File: src/rtl/pulse_mode_sequencer_if.sv
// Datapath bus between the pulse-mode sequencer (master) and a combinational
// pulse-mode state-machine block (slave).
interface pulse_mode_sequencer_if;
    logic x1;
    logic x2;
    logic x3;
    logic y2;
    logic y1;
    logic ny2;
    logic ny1;
    logic z;

    modport master (
        output x1, x2, x3, y2, y1,
        input  ny2, ny1, z
    );

    modport slave (
        input  x1, x2, x3, y2, y1,
        output ny2, ny1, z
    );
endinterface

File: src/rtl/pulse_mode_sequencer.sv
// Button-driven pulse-mode controller: conditions three buttons, grants one
// input pulse at a time and owns the {y2,y1} state register of the datapath.
module pulse_mode_sequencer #(
    parameter int DEBOUNCE_CYCLES = 1000000,
    parameter int CNT_W           = 8
) (
    input  logic                   clk,
    input  logic                   rst,
    input  logic                   btn_3,
    input  logic                   btn_2,
    input  logic                   btn_0,
    pulse_mode_sequencer_if.master dp,
    output logic                   z_last,
    output logic [CNT_W-1:0]       z_count,
    output logic                   busy,
    output logic                   err
);

    localparam int DB_W = $clog2(DEBOUNCE_CYCLES + 1);
    localparam logic [DB_W-1:0] DB_LAST = DB_W'(DEBOUNCE_CYCLES - 1);

    typedef enum logic [1:0] {
        IDLE   = 2'd0,
        APPLY  = 2'd1,
        COMMIT = 2'd2,
        GAP    = 2'd3
    } state_t;

    // Bit k of every 3-bit vector below maps to pulse x(k+1).
    logic [2:0]      w_btn;
    logic [2:0]      r_sync1;
    logic [2:0]      r_sync2;
    logic [2:0]      r_db;
    logic [2:0]      r_db_prev;
    logic [DB_W-1:0] r_db_cnt [3];

    logic [2:0]      w_edge;
    logic            w_multi;
    logic [2:0]      w_clr;
    logic [2:0]      w_kept;
    logic [2:0]      w_set;
    logic            w_dup;
    logic [2:0]      r_pending;
    logic            r_err;

    state_t          r_state;
    state_t          w_state_next;
    logic [2:0]      r_grant;
    logic [2:0]      w_grant_next;
    logic [2:0]      r_x;
    logic [2:0]      w_x_next;
    logic [1:0]      r_y;
    logic            r_z_last;
    logic [CNT_W-1:0] r_z_count;

    assign w_btn = {btn_0, btn_2, btn_3};

    // NOTE: sequential state uses non-blocking assignments so every flop
    // samples the pre-edge value of its neighbours, like real hardware.
    always_ff @(posedge clk) begin
        if (rst) begin
            r_sync1   <= '0;
            r_sync2   <= '0;
            r_db      <= '0;
            r_db_prev <= '0;
            // NOTE: the counter array is a handful of flops, not a RAM, so it
            // is cleared explicitly along with the rest of the state.
            for (int k = 0; k < 3; k++) begin
                r_db_cnt[k] <= '0;
            end
        end else begin
            r_sync1   <= w_btn;
            r_sync2   <= r_sync1;
            r_db_prev <= r_db;
            for (int k = 0; k < 3; k++) begin
                if (r_sync2[k] == r_db[k]) begin
                    r_db_cnt[k] <= '0;
                end else if (r_db_cnt[k] == DB_LAST) begin
                    r_db[k]     <= ~r_db[k];
                    r_db_cnt[k] <= '0;
                end else begin
                    r_db_cnt[k] <= r_db_cnt[k] + 1'b1;
                end
            end
        end
    end

    // Simultaneous edges are illegal in pulse mode and are all discarded;
    // a fresh edge on a bit being cleared by COMMIT re-arms that bit.
    assign w_edge  = r_db & ~r_db_prev;
    assign w_multi = (w_edge[0] & w_edge[1]) | (w_edge[0] & w_edge[2]) |
                     (w_edge[1] & w_edge[2]);
    assign w_clr   = (r_state == COMMIT) ? r_grant : 3'b000;
    assign w_kept  = r_pending & ~w_clr;
    assign w_set   = w_multi ? 3'b000 : w_edge;
    assign w_dup   = |(w_set & w_kept);

    always_ff @(posedge clk) begin
        if (rst) begin
            r_pending <= '0;
            r_err     <= 1'b0;
        end else begin
            r_pending <= w_kept | w_set;
            r_err     <= r_err | w_multi | w_dup;
        end
    end

    // NOTE: every signal driven here gets a default first, so no path leaves
    // one unassigned and no latch is inferred.
    always_comb begin
        w_state_next = r_state;
        w_grant_next = r_grant;
        unique case (r_state)
            IDLE: begin
                if (|r_pending) begin
                    w_state_next = APPLY;
                    if (r_pending[0])      w_grant_next = 3'b001;
                    else if (r_pending[1]) w_grant_next = 3'b010;
                    else                   w_grant_next = 3'b100;
                end
            end
            APPLY:   w_state_next = COMMIT;
            COMMIT:  w_state_next = GAP;
            GAP:     w_state_next = IDLE;
            default: w_state_next = IDLE;
        endcase
        w_x_next = ((w_state_next == APPLY) || (w_state_next == COMMIT)) ?
                   w_grant_next : 3'b000;
    end

    always_ff @(posedge clk) begin
        if (rst) begin
            r_state   <= IDLE;
            r_grant   <= '0;
            r_x       <= '0;
            r_y       <= '0;
            r_z_last  <= 1'b0;
            r_z_count <= '0;
        end else begin
            r_state <= w_state_next;
            r_grant <= w_grant_next;
            r_x     <= w_x_next;
            if (r_state == COMMIT) begin
                r_y       <= {dp.ny2, dp.ny1};
                r_z_last  <= dp.z;
                r_z_count <= r_z_count + CNT_W'(dp.z);
            end
        end
    end

    assign dp.x1   = r_x[0];
    assign dp.x2   = r_x[1];
    assign dp.x3   = r_x[2];
    assign dp.y2   = r_y[1];
    assign dp.y1   = r_y[0];
    assign z_last  = r_z_last;
    assign z_count = r_z_count;
    assign busy    = (r_state != IDLE);
    assign err     = r_err;

endmodule

File: src/flat_wrapper.sv
// flat-port wrapper written by rule: the top's interface ports become plain ports
module pulse_mode_sequencer_flat 
#(
    parameter int DEBOUNCE_CYCLES = 1000000,
    parameter int CNT_W           = 8
)
  (clk, rst, btn_3, btn_2, btn_0, z_last, z_count, busy, err, dp_x1, dp_x2, dp_x3, dp_y2, dp_y1, dp_ny2, dp_ny1, dp_z);
  pulse_mode_sequencer_if dp_i ();
  input  logic clk;
  input  logic rst;
  input  logic btn_3;
  input  logic btn_2;
  input  logic btn_0;
  output logic z_last;
  output logic [CNT_W-1:0] z_count;
  output logic busy;
  output logic err;
  output wire logic [$bits(dp_i.x1)-1:0] dp_x1;
  output wire logic [$bits(dp_i.x2)-1:0] dp_x2;
  output wire logic [$bits(dp_i.x3)-1:0] dp_x3;
  output wire logic [$bits(dp_i.y2)-1:0] dp_y2;
  output wire logic [$bits(dp_i.y1)-1:0] dp_y1;
  input wire logic [$bits(dp_i.ny2)-1:0] dp_ny2;
  input wire logic [$bits(dp_i.ny1)-1:0] dp_ny1;
  input wire logic [$bits(dp_i.z)-1:0] dp_z;
  assign dp_x1 = dp_i.x1;
  assign dp_x2 = dp_i.x2;
  assign dp_x3 = dp_i.x3;
  assign dp_y2 = dp_i.y2;
  assign dp_y1 = dp_i.y1;
  assign dp_i.ny2 = dp_ny2;
  assign dp_i.ny1 = dp_ny1;
  assign dp_i.z = dp_z;
  pulse_mode_sequencer #(.DEBOUNCE_CYCLES(DEBOUNCE_CYCLES), .CNT_W(CNT_W)) u_core (.clk(clk), .rst(rst), .btn_3(btn_3), .btn_2(btn_2), .btn_0(btn_0), .dp(dp_i), .z_last(z_last), .z_count(z_count), .busy(busy), .err(err));
endmodule
File: config.mk
export PLATFORM = sky130hd
export DESIGN_NAME = pulse_mode_sequencer_flat
export DESIGN_NICKNAME = d
export VERILOG_FILES = /design/src/rtl/pulse_mode_sequencer_if.sv /design/src/rtl/pulse_mode_sequencer.sv /design/src/flat_wrapper.sv
export SDC_FILE = /design/constraint.sdc
export NUM_CORES = 1
export LEC_CHECK = 0
export BUFFER_PORTS_ARGS = -buffer_cell sky130_fd_sc_hd__buf_4
export CAP_MARGIN = 30
export CORE_UTILIZATION = 55
export CTS_CLUSTER_SIZE = 25
export DETAILED_ROUTE_END_ITERATION = 6
export PLACE_DENSITY = 0.73
export SLEW_MARGIN = 40
export SYNTH_ARGS = -nofsm -noshare
export SYNTH_HDL_FRONTEND = slang
export SYNTH_SLANG_ARGS = --single-unit
File: constraint.sdc
create_clock -name clk -period 2.63 [get_ports clk]
set_clock_uncertainty 0.15 [all_clocks]
set_input_delay 0.1315 -clock clk [delete_from_list [all_inputs] [get_ports clk]]
set_output_delay 0.1315 -clock clk [all_outputs]
set_load 0.01 [all_outputs]
Yosys cells after proc, flatten, opt, wreduce, memory -nomap -nowiden
Memory sizes are Yosys's and may differ from the RTL's.
Index checks and enable logic that the tools add are counted.
- register bits: 35
- RAM bits: 60
- input bits: 8
- output and inout bits: 16
- word-level logic and storage cells: 120
- memories kept: 1
- add/sub/neg operators: 4
- equality and inequality tests: 11
- muxes and demuxes: 52
- bitwise operators: 29
- reduce and logical (&&, ||, !) cells: 9
- memory list (name ; words ; width ; rd ports ; clocked after Yosys merged registers in ; wr ports ; RTL line ; text):
    u_core.r_db_cnt ; 3 ; 20 ; 3 ; 0 ; 3 ; pulse_mode_sequencer.sv:35 ; logic [DB_W-1:0] r_db_cnt [3];
- operators with widths (kind ; count):
    two-way mux 20 bit ; 9
    adder 20 x 1 -> 20 bit (second input constant) ; 3
    equality test 20 bit (second input constant) ; 3
    two-way mux 1 bit ; 35
    two-way mux 3 bit ; 6
    bitwise OR 1 bit ; 13
    bitwise AND 3 bit ; 3
    adder 8 x 1 -> 8 bit ; 1
    one-hot mux 2 bit (4 select lines) ; 1
    inverter 1 bit ; 7
    equality test 2 bit (second input constant) ; 3
    inverter 3 bit ; 2
    AND reduction 2 bit ; 3
    OR reduction 3 bit ; 2
    equality test 2 x 1 -> 1 bit (second input constant) ; 2
    bitwise AND 1 bit ; 3
    equality test 1 bit ; 3
    bitwise OR 3 bit ; 1
    zero test 2 bit ; 1
    two-way mux 2 bit ; 1
    nonzero test 2 bit ; 1
    OR reduction 2 bit ; 1
    logical OR 1 bit ; 1

Logic depth before layout (Yosys ltp)
Gate-level depths: netlist of run 1.
- depth after elaboration: 9
- gate-level depth with buffers: 7
- mapped depth without buffers: 6

Worst setup path before layout of run 1
No wires, ideal clock.
- path type: register -> register
- start point: memory u_core.r_db_cnt[2][13] in the netlist's numbering
- end point: memory u_core.r_db_cnt[2][9] in the netlist's numbering (data pin)
- data arrival time: 1910 ps
- path slack: 316 ps
- stages on the path, launching flop included: 6
- path buffers: 1
- clock period less this slack: 2314 ps
- path through: edfxtp_1 > or4_1 > or4_4 > o21ai_4 > buf_6 > nor2_1
- RTL lines (element ; RTL line):
    from (decl) ; pulse_mode_sequencer.sv:35

==> reports/qor.yml, run 1 <==
drt:
  wire_per_inst_um: 12.57
  route.antenna.remaining_nets: 0
  drt-vias-per-instance: 5.260
  dr_total_vias: 3482
  route.detailed.drc: 0
  drt_pass1_iterations: 4
  detail_route.wirelength_um: 8324
  initialDrtViolationCount: 95
clock_network:
  clk-insertion-delay-late_ps: 350
  clk_root_buffer_cell: "sky130_fd_sc_hd__clkbuf_8"
  cts_post_setup_buffers_inserted: 0
  clk_pin_slew_ps: 90
  cts_buffers: 9
  clock_tree.buffer_depth: 2
  tritoncts: "yes"
  clock_sink_count: 95
  htree_num_levels: 3
floorplanning:
  die_height_um: 94.40
  initial_utilization: 0.5686
  die_area_um2: 8911
  top_level_ports: 24
  area_inside_the_core_boundary_um2: 8258
  die_outline_width_um: 94.40
  number_of_placement_rows: 33
synthesis:
  syn_area_per_cell_um2: 10.21
  synth.distinct_cells: 57
  postSynthCellCount: 460
  synth-warning-count: 0
  yosys.area.top_type: "sky130_fd_sc_hd__edfxtp_1"
  edff_count_synth: 60
  synth_top_flop_cell: "sky130_fd_sc_hd__edfxtp_1"
  synthesis.area_um2: 4696
  synth.top_cell.area_share: 0.3837
  synth_top_cells_by_area: "sky130_fd_sc_hd__edfxtp_1, sky130_fd_sc_hd__dfxtp_1, sky130_fd_sc_hd__nor2_1"
  ys_async_sr_fraction: 0
  synth-seq-cells: 95
  synth-seq-area-share: 0.5329
global_routing:
  busiest_layer: "met2"
  grt_max_degree: 40
  grt_pass1_wl_um: 13880
  grt_util_all_layers: 0.1991
  met3_usage: 0.03140
  grt_overflow: 0
  antenna_violations_before_repair: 0
  grt_use_met1: 0.2564
  grt_pass1_vias: 3184
  grtUsageMet2: 0.3357
sta:
  final_period_minus_worst_setup_slack_ps: 2336
  fin_crit_sh: 0.8883
  report.final.hold_viol_count: 0
  timing.final.max_slew_violations: 0
  worst_pin_slew_ps: 492.3
  rsz0062_at_grt: "no"
  setup_violations: 0
  finalHoldWorstSlack_ps: 31.58
  fin_tns_setup_ps: 0
  maxClockFrequency_mhz: 428.0
  slew_headroom: 0.6675
setup_path:
  worst-setup-path-type: "register to register"
  crit_required_ps: 2580
  reg_to_reg_critical_path_startpoint: "u_core.r_db_cnt[2][13]$_SDFFCE_PN0P_"
  startpoint: "u_core.r_db_cnt[2][13]$_SDFFCE_PN0P_"
  data_arrival_time_of_the_critical_path_ps: 2280
  crit_path_max_fanout: 10
  setup.worst_path.start_class: "register"
  critPathCaptureType: "register"
  rr_worst_depth: 5
  rrSetupSlack_ps: 290
placed_design:
  numPortBuffers: 23
  half_perimeter_wire_length_of_the_detailed_placement_result_um: 6005
  last_weighted_congestion_value_of_the_routability_driven_placer: 0.8876
  dpl-instance-area_um2: 5207
status:
  outcome: "completed"
min_path:
  number_of_cells_traversed_by_the_worst_hold_path: 2
  min_path_type: "input port to register"
  timing.hold.worst.start: "rst"
pwr:
  power_leakage_nw: 1.959
  p_comb_frac: 0.041
  p_seq_frac: 0.610
  sw_frac_of_total: 0.2282
  peakVddDrop_uv: 387.4
  clockPowerShare: 0.349
  internal_power_mw: 2.115
  switchingPower_uw: 625.3
  cellPowerDensity_nw_per_um2: 501.2
finish:
  antenna_cells: 0
  areaGrowthSynthToFinish_pct: 16.44
  finish.instance_area_um2: 5468
  fillCellCount: 682
  nets: 568
  share_of_the_core_filled_with_cells: 0.6621
  drive_above_1_share: 0.1041
job:
  max_cap_violations: 0
-- power by group through the flow --
stage / Sequential [mW] / Clock, mW / Combinational (mW)
4_1_cts: 1.67 / 0.991 / 0.112
3_3_place_gp: 1.70 / 0 / 0.102
6_report: 1.67 / 0.956 / 0.113
2_1_floorplan: 1.69 / 0 / 0.0816
5_1_grt: 1.68 / 1.04 / 0.130
3_5_place_dp: 1.70 / 0 / 0.104
-- layout by cell type (no fill, tap or decap), types with 5 or more instances in the layout --
cell	count
sky130_fd_sc_hd__a21oi_1	31
sky130_fd_sc_hd__and3_1	8
sky130_fd_sc_hd__buf_4	29
sky130_fd_sc_hd__clkbuf_8	10
sky130_fd_sc_hd__conb_1	60
sky130_fd_sc_hd__dfxtp_1	35
sky130_fd_sc_hd__dlygate4sd3_1	6
sky130_fd_sc_hd__edfxtp_1	60
sky130_fd_sc_hd__ha_1	8
sky130_fd_sc_hd__inv_1	18
sky130_fd_sc_hd__mux2i_1	5
sky130_fd_sc_hd__nand2_1	26
sky130_fd_sc_hd__nand2b_1	5
sky130_fd_sc_hd__nand3_1	22
sky130_fd_sc_hd__nand4_1	12
sky130_fd_sc_hd__nor2_1	59
sky130_fd_sc_hd__nor2b_1	10
sky130_fd_sc_hd__nor3_1	9
sky130_fd_sc_hd__nor4_1	5
sky130_fd_sc_hd__o21ai_0	18
sky130_fd_sc_hd__o31ai_1	8
sky130_fd_sc_hd__or3_1	16
sky130_fd_sc_hd__or4_1	11
sky130_fd_sc_hd__xnor2_1	20
sky130_fd_sc_hd__xor2_1	19
-- state kept, by name, indices dropped and copies added (netlist names) --
register          count
u_core.r_state        2
u_core.r_y            2
u_core.err            1
u_core.r_pending      3
u_core.r_sync1        3
u_core.r_db           3
u_core.z_count        8
u_core.z_last         1
u_core.r_db_cnt      60
u_core.r_sync2        3
u_core.r_grant        3
u_core.r_x            3
u_core.r_db_prev      3
-- cell usage after synthesis, types with 3 or more instances --
cell / n
sky130_fd_sc_hd__edfxtp_1: 60
sky130_fd_sc_hd__nor2_1: 59
sky130_fd_sc_hd__dfxtp_1: 35
sky130_fd_sc_hd__a21oi_1: 31
sky130_fd_sc_hd__nand2_1: 26
sky130_fd_sc_hd__nand3_1: 22
sky130_fd_sc_hd__xnor2_1: 20
sky130_fd_sc_hd__xor2_1: 19
sky130_fd_sc_hd__inv_1: 18
sky130_fd_sc_hd__o21ai_0: 18
sky130_fd_sc_hd__or3_1: 16
sky130_fd_sc_hd__nand4_1: 12
sky130_fd_sc_hd__or4_1: 11
sky130_fd_sc_hd__nor2b_1: 10
sky130_fd_sc_hd__nor3_1: 9
sky130_fd_sc_hd__and3_1: 8
sky130_fd_sc_hd__ha_1: 8
sky130_fd_sc_hd__o31ai_1: 8
sky130_fd_sc_hd__clkbuf_1: 7
sky130_fd_sc_hd__mux2i_1: 5
sky130_fd_sc_hd__nand2b_1: 5
sky130_fd_sc_hd__nor4_1: 5
sky130_fd_sc_hd__buf_1: 3
-- routing by layer --
metal,wire [µm],part of all wire
met3,167,0.020
met1,3999,0.48
met4,119,0.014
met5,0,0
met2,4039,0.49
-- worst paths after layout --
check	endpoint
min	u_core.r_sync1[2]$_SDFF_PP0_
max reg2reg	u_core.r_db_cnt[2][13]$_SDFFCE_PN0P_
max	u_core.r_db_cnt[2][13]$_SDFFCE_PN0P_
min reg2reg	u_core.r_sync2[1]$_SDFF_PP0_
-- timing repair --
| item | 4_1_cts | 5_1_grt |
|---|---|---|
| gates resized for setup | 0 | 0 |
| hold buffers | 6 | 0 |
| hold endpoints to repair | 7 | 0 |
-- cells by family (layout without fill, tap and decap cells) --
group,after synthesis,count (layout),share of synthesized area
AO/OA/AOI/OAI,75,75,0.09700
adder cells (fa/ha/maj),8,8,0.02132
AND/OR/NAND/NOR,206,206,0.2377
other,1,60,0.0007986
multiplexers,5,5,0.01066
XOR/XNOR,39,39,0.07274
flip-flops,95,95,0.5329
buffers and inverters,31,69,0.02691
-- critical path, stage by stage, from the launching register on --
cell and delay (ps):
sky130_fd_sc_hd__edfxtp_1 460, sky130_fd_sc_hd__or4_1 540, sky130_fd_sc_hd__or4_4 550, sky130_fd_sc_hd__o21ai_4 140
sky130_fd_sc_hd__buf_4 190, sky130_fd_sc_hd__a21oi_1 60
-- area by class of cell --
type | instances | area [µm²] | area share
sequential | 95 | 2502 | 0.4577
clock buffer | 12 | 166.4 | 0.03043
inverter | 18 | 67.56 | 0.01236
tap | 105 | 131.4 | 0.02403
clock inverter | 4 | 33.78 | 0.006178
timing repair buffer | 35 | 277.8 | 0.05080
multi-input combinational | 393 | 2288 | 0.4185
-- per-stage QoR --
step	total power, mW	setup WS, ps	std cells
after global placement	1.803	357.1	640
after floorplan	1.772	315.5	519
final	2.740	293.7	662
after detailed placement	1.809	300.1	640
after global routing	2.847	140.8	662
after CTS	2.773	290.1	662
(Power assumes the default switching activity.)
==> run 2: changes to the inputs <==
- ABC_AREA: not set -> 1
- clock period: 2.63 -> 2.6 ns (I/O delays scaled with it)
==> run 2 against run 1 <==
  * Area after synthesis rose by 9.1%
  * Global-route usage rose by 1.1 points
  * Worst hold slack better by 230 ps
  * Non-clock buffer count is 2 lower
  * Critical path type unchanged
  * Highest routed layer unchanged
==> reports/qor.yml, run 2 <==
placed_design:
  half_perimeter_wire_length_of_the_detailed_placement_result_um: 7031  # was 6005 µm
  last_weighted_congestion_value_of_the_routability_driven_placer: 0.8709  # was 0.8876
  numPortBuffers: 23  # unchanged
  post-place-ws_ps: 725.1  # was 300.1 ps
  placed_cells: 837  # was 640
sta:
  rsz0062_at_grt: "no"  # unchanged
  finalHoldWorstSlack_ps: 256.7  # was 31.58 ps
  report.final.hold_viol_count: 0  # unchanged
  maxClockFrequency_mhz: 526.1  # was 428.0 MHz
  timing.final.max_slew_violations: 0  # unchanged
  fin_crit_sh: 0.7310  # was 0.8883
  setup_ws_final_ps: 699.3  # was 293.7 ps
  fin_tns_setup_ps: 0  # unchanged
  setup_violations: 0  # unchanged
  final_period_minus_worst_setup_slack_ps: 1901  # was 2336 ps
synthesis:
  synth.top_cell.area_share: 0.3516  # was 0.3837
  synth-seq-cells: 95  # unchanged
  ys_async_sr_fraction: 0  # unchanged
  postSynthCellCount: 654  # was 460
  dominant_cell_by_count_in_the_synthesized_netlist: "sky130_fd_sc_hd__nor2_1"  # was sky130_fd_sc_hd__edfxtp_1
  synth_common_cells: "sky130_fd_sc_hd__nor2_1, sky130_fd_sc_hd__nand2_1, sky130_fd_sc_hd__inv_1"  # was sky130_fd_sc_hd__edfxtp_1, sky130_fd_sc_hd__nor2_1, sky130_fd_sc_hd__dfxtp_1
  edff_count_synth: 60  # unchanged
  synth.distinct_cells: 34  # was 57
  synth-seq-area-share: 0.4883  # was 0.5329
  synth_top_flop_cell: "sky130_fd_sc_hd__edfxtp_1"  # unchanged
  synth-warning-count: 0  # unchanged
  yosys.area.top_type: "sky130_fd_sc_hd__edfxtp_1"  # unchanged
  syn_area_per_cell_um2: 7.836  # was 10.21 µm²
  synthesis.area_um2: 5125  # was 4696 µm²
  synth_top_cells_by_area: "sky130_fd_sc_hd__edfxtp_1, sky130_fd_sc_hd__dfxtp_1, sky130_fd_sc_hd__nor2_1"  # unchanged
setup_path:
  reg_to_reg_critical_path_startpoint: "u_core.r_db_cnt[1][0]$_SDFFCE_PN0P_"  # was u_core.r_db_cnt[2][13]$_SDFFCE_PN0P_
  rrSetupSlack_ps: 700  # was 290 ps
  startpoint: "u_core.r_db_cnt[1][0]$_SDFFCE_PN0P_"  # was u_core.r_db_cnt[2][13]$_SDFFCE_PN0P_
  worst-setup-path-type: "register to register"  # unchanged
  crit_path_max_fanout: 6  # was 10
  setup.worst_path.start_class: "register"  # unchanged
  data_arrival_time_of_the_critical_path_ps: 1980  # was 2280 ps
  crit_required_ps: 2680  # was 2580 ps
  critPathCaptureType: "register"  # unchanged
  r2r-end: "u_core.r_db_cnt[1][18]$_SDFFCE_PN0P_"  # was u_core.r_db_cnt[2][13]$_SDFFCE_PN0P_
  rr_worst_depth: 8  # was 5
drt:
  wire_per_inst_um: 11.00  # was 12.57 µm
  dr_total_vias: 4190  # was 3482
  detail_route.wirelength_um: 9497  # was 8324 µm
  route.detailed.drc: 0  # unchanged
  initialDrtViolationCount: 129  # was 95
  drt-vias-per-instance: 4.855  # was 5.260
  route.antenna.remaining_nets: 0  # unchanged
  drt_pass1_iterations: 4  # unchanged
clock_network:
  clock_tree.buffer_depth: 2  # unchanged
  clock_sink_count: 95  # unchanged
  clk_pin_slew_ps: 110  # was 90 ps
  clk_root_buffer_cell: "sky130_fd_sc_hd__clkbuf_8"  # unchanged
  cts_buffers: 9  # unchanged
  cts.repair.resized: 0  # unchanged
  tritoncts: "yes"  # unchanged
  htree_num_levels: 3  # unchanged
  clk-insertion-delay-late_ps: 370  # was 350 ps
finish:
  layout_common_cells: "sky130_fd_sc_hd__nor2_1, sky130_fd_sc_hd__nand2_1, sky130_fd_sc_hd__inv_1"  # was sky130_fd_sc_hd__edfxtp_1, sky130_fd_sc_hd__conb_1, sky130_fd_sc_hd__nor2_1
  largest_register_ffs: 60  # unchanged
  drive_above_1_share: 0.08874  # was 0.1041
  instances_no_fill: 863  # was 662
  nets: 766  # was 568
  antenna_cells: 0  # unchanged
  areaGrowthSynthToFinish_pct: 15.09  # was 16.44%
  most_common_cell_after_layout_fill_and_taps_aside: "sky130_fd_sc_hd__nor2_1"
  regMostFlops: "u_core.r_db_cnt"  # unchanged
  share_of_the_core_filled_with_cells: 0.6634  # was 0.6621
floorplanning:
  top_level_ports: 24  # unchanged
  die_area_um2: 9708  # was 8911 µm²
  die_height_um: 98.53  # was 94.40 µm
  number_of_placement_rows: 34  # was 33
  initial_utilization: 0.5764  # was 0.5686
  die_outline_width_um: 98.53  # was 94.40 µm
  area_inside_the_core_boundary_um2: 8891  # was 8258 µm²
pwr:
  internal_power_mw: 2.263  # was 2.115 mW
  peakVddDrop_uv: 418.3  # was 387.4 µV
  switchingPower_uw: 867.1  # was 625.3 µW
  cellPowerDensity_nw_per_um2: 530.7  # was 501.2 nW/µm²
  p_seq_frac: 0.560  # was 0.610
  sw_frac_of_total: 0.2770  # was 0.2282
  power_leakage_nw: 2.371  # was 1.959 nW
  p_comb_frac: 0.126  # was 0.041
  clockPowerShare: 0.314  # was 0.349
global_routing:
  grt_pass1_wl_um: 16660  # was 13880 µm
  grt_overflow: 0  # unchanged
  antenna_violations_before_repair: 0  # unchanged
  grt_max_degree: 23  # was 40
  grt_pass1_vias: 3936  # was 3184
  grt_util_all_layers: 0.2099  # was 0.1991
min_path:
  min_path_type: "register to register"  # was input port to register
  timing.hold.worst_endpoint: "u_core.r_sync2[2]$_SDFF_PP0_"  # was u_core.r_sync1[2]$_SDFF_PP0_
  timing.hold.worst.start: "u_core.r_sync1[2]$_SDFF_PP0_"  # was rst
  number_of_cells_traversed_by_the_worst_hold_path: 2  # unchanged
job:
  max_cap_violations: 0  # unchanged
status:
  outcome: "completed"  # unchanged
run 2: cell types whose count changed after synthesis, moves of 10 or more:
cell / delta
sky130_fd_sc_hd__nand2_1: +125
sky130_fd_sc_hd__nor2_1: +105
sky130_fd_sc_hd__inv_1: +54
sky130_fd_sc_hd__or3_1: -16
sky130_fd_sc_hd__or4_1: -11
sky130_fd_sc_hd__nand3_1: +10
sky130_fd_sc_hd__nor2b_1: -10
sky130_fd_sc_hd__xor2_1: -10
run 2: power by group through the flow:
stage / Sequential, mW / Combinational (mW) / Clock (mW)
2_1_floorplan: 1.78 / 0.257 / 0
3_3_place_gp: 1.78 / 0.364 / 0
3_5_place_dp: 1.79 / 0.379 / 0
4_1_cts: 1.75 / 0.392 / 1.00
5_1_grt: 1.77 / 0.456 / 1.06
6_report: 1.75 / 0.394 / 0.982
run 2: kinds of logic (layout without fill, tap and decap cells):
family | after synthesis | count (layout) | synth area share
XOR/XNOR | 25 | 25 | 0.04272
AND/OR/NAND/NOR | 396 | 396 | 0.3315
flip-flops | 95 | 95 | 0.4883
other | 1 | 60 | 0.0007317
buffers and inverters | 80 | 122 | 0.06372
AO/OA/AOI/OAI | 49 | 49 | 0.05347
adder cells (fa/ha/maj) | 8 | 8 | 0.01953
run 2: cell type report:
type                            count  area, µm²
Tap cell                          108      135.1
Clock inverter                      6      47.55
Sequential cell                    95       2502
Clock buffer                       10      148.9
Timing Repair Buffer               33      272.8
Fill cell                         757       2993
Inverter                           73      274.0
Multi-Input combinational cell    538       2517
run 2: metal layers:
metal,GRT usage,routed length [µm],vias to the layer above
met5,0,0,-
met4,0.08611,93,0
met1,0.2656,4538,1906
li1,-,-,2216
met3,0.02908,312,7
met2,0.3635,4552,61
run 2: timing repair:
| action | CTS | global route |
|---|---|---|
| endpoints found under the hold margin | 21 | 0 |
| setup buffers | 0 | 0 |
| hold buffers | 10 | 0 |
run 2: worst max path at each step:
stage / endpoint / slack [ps] / depth (start not counted)
2_1_floorplan: u_core.r_db_cnt[0][10]$_SDFFCE_PN0P_ / 890 / 7
6_report: u_core.r_db_cnt[1][18]$_SDFFCE_PN0P_ / 700 / 8
5_1_grt: u_core.r_db_cnt[1][10]$_SDFFCE_PN0P_ / 490 / 8
4_1_cts: u_core.r_db_cnt[1][10]$_SDFFCE_PN0P_ / 700 / 8
3_3_place_gp: u_core.r_db_cnt[1][9]$_SDFFCE_PN0P_ / 780 / 6
3_5_place_dp: u_core.r_db_cnt[1][10]$_SDFFCE_PN0P_ / 730 / 8
run 2: metrics by stage:
stage,cell area [µm²],power [mW]
6_report,5898,3.130
5_1_grt,5898,3.278
4_1_cts,5898,3.151
3_5_place_dp,5602,2.167
3_3_place_gp,5602,2.147
2_1_floorplan,5346,2.040
run 2: worst max-delay path: stages (launching register included):
cell and delay [ps]:
sky130_fd_sc_hd__edfxtp_1 480, sky130_fd_sc_hd__ha_1 280, sky130_fd_sc_hd__nand3_2 130, sky130_fd_sc_hd__clkinv_1 90, sky130_fd_sc_hd__nand3_2 110, sky130_fd_sc_hd__nor2_2 60
sky130_fd_sc_hd__nor2_1 270, sky130_fd_sc_hd__nand2_1 100, sky130_fd_sc_hd__nor2_1 90
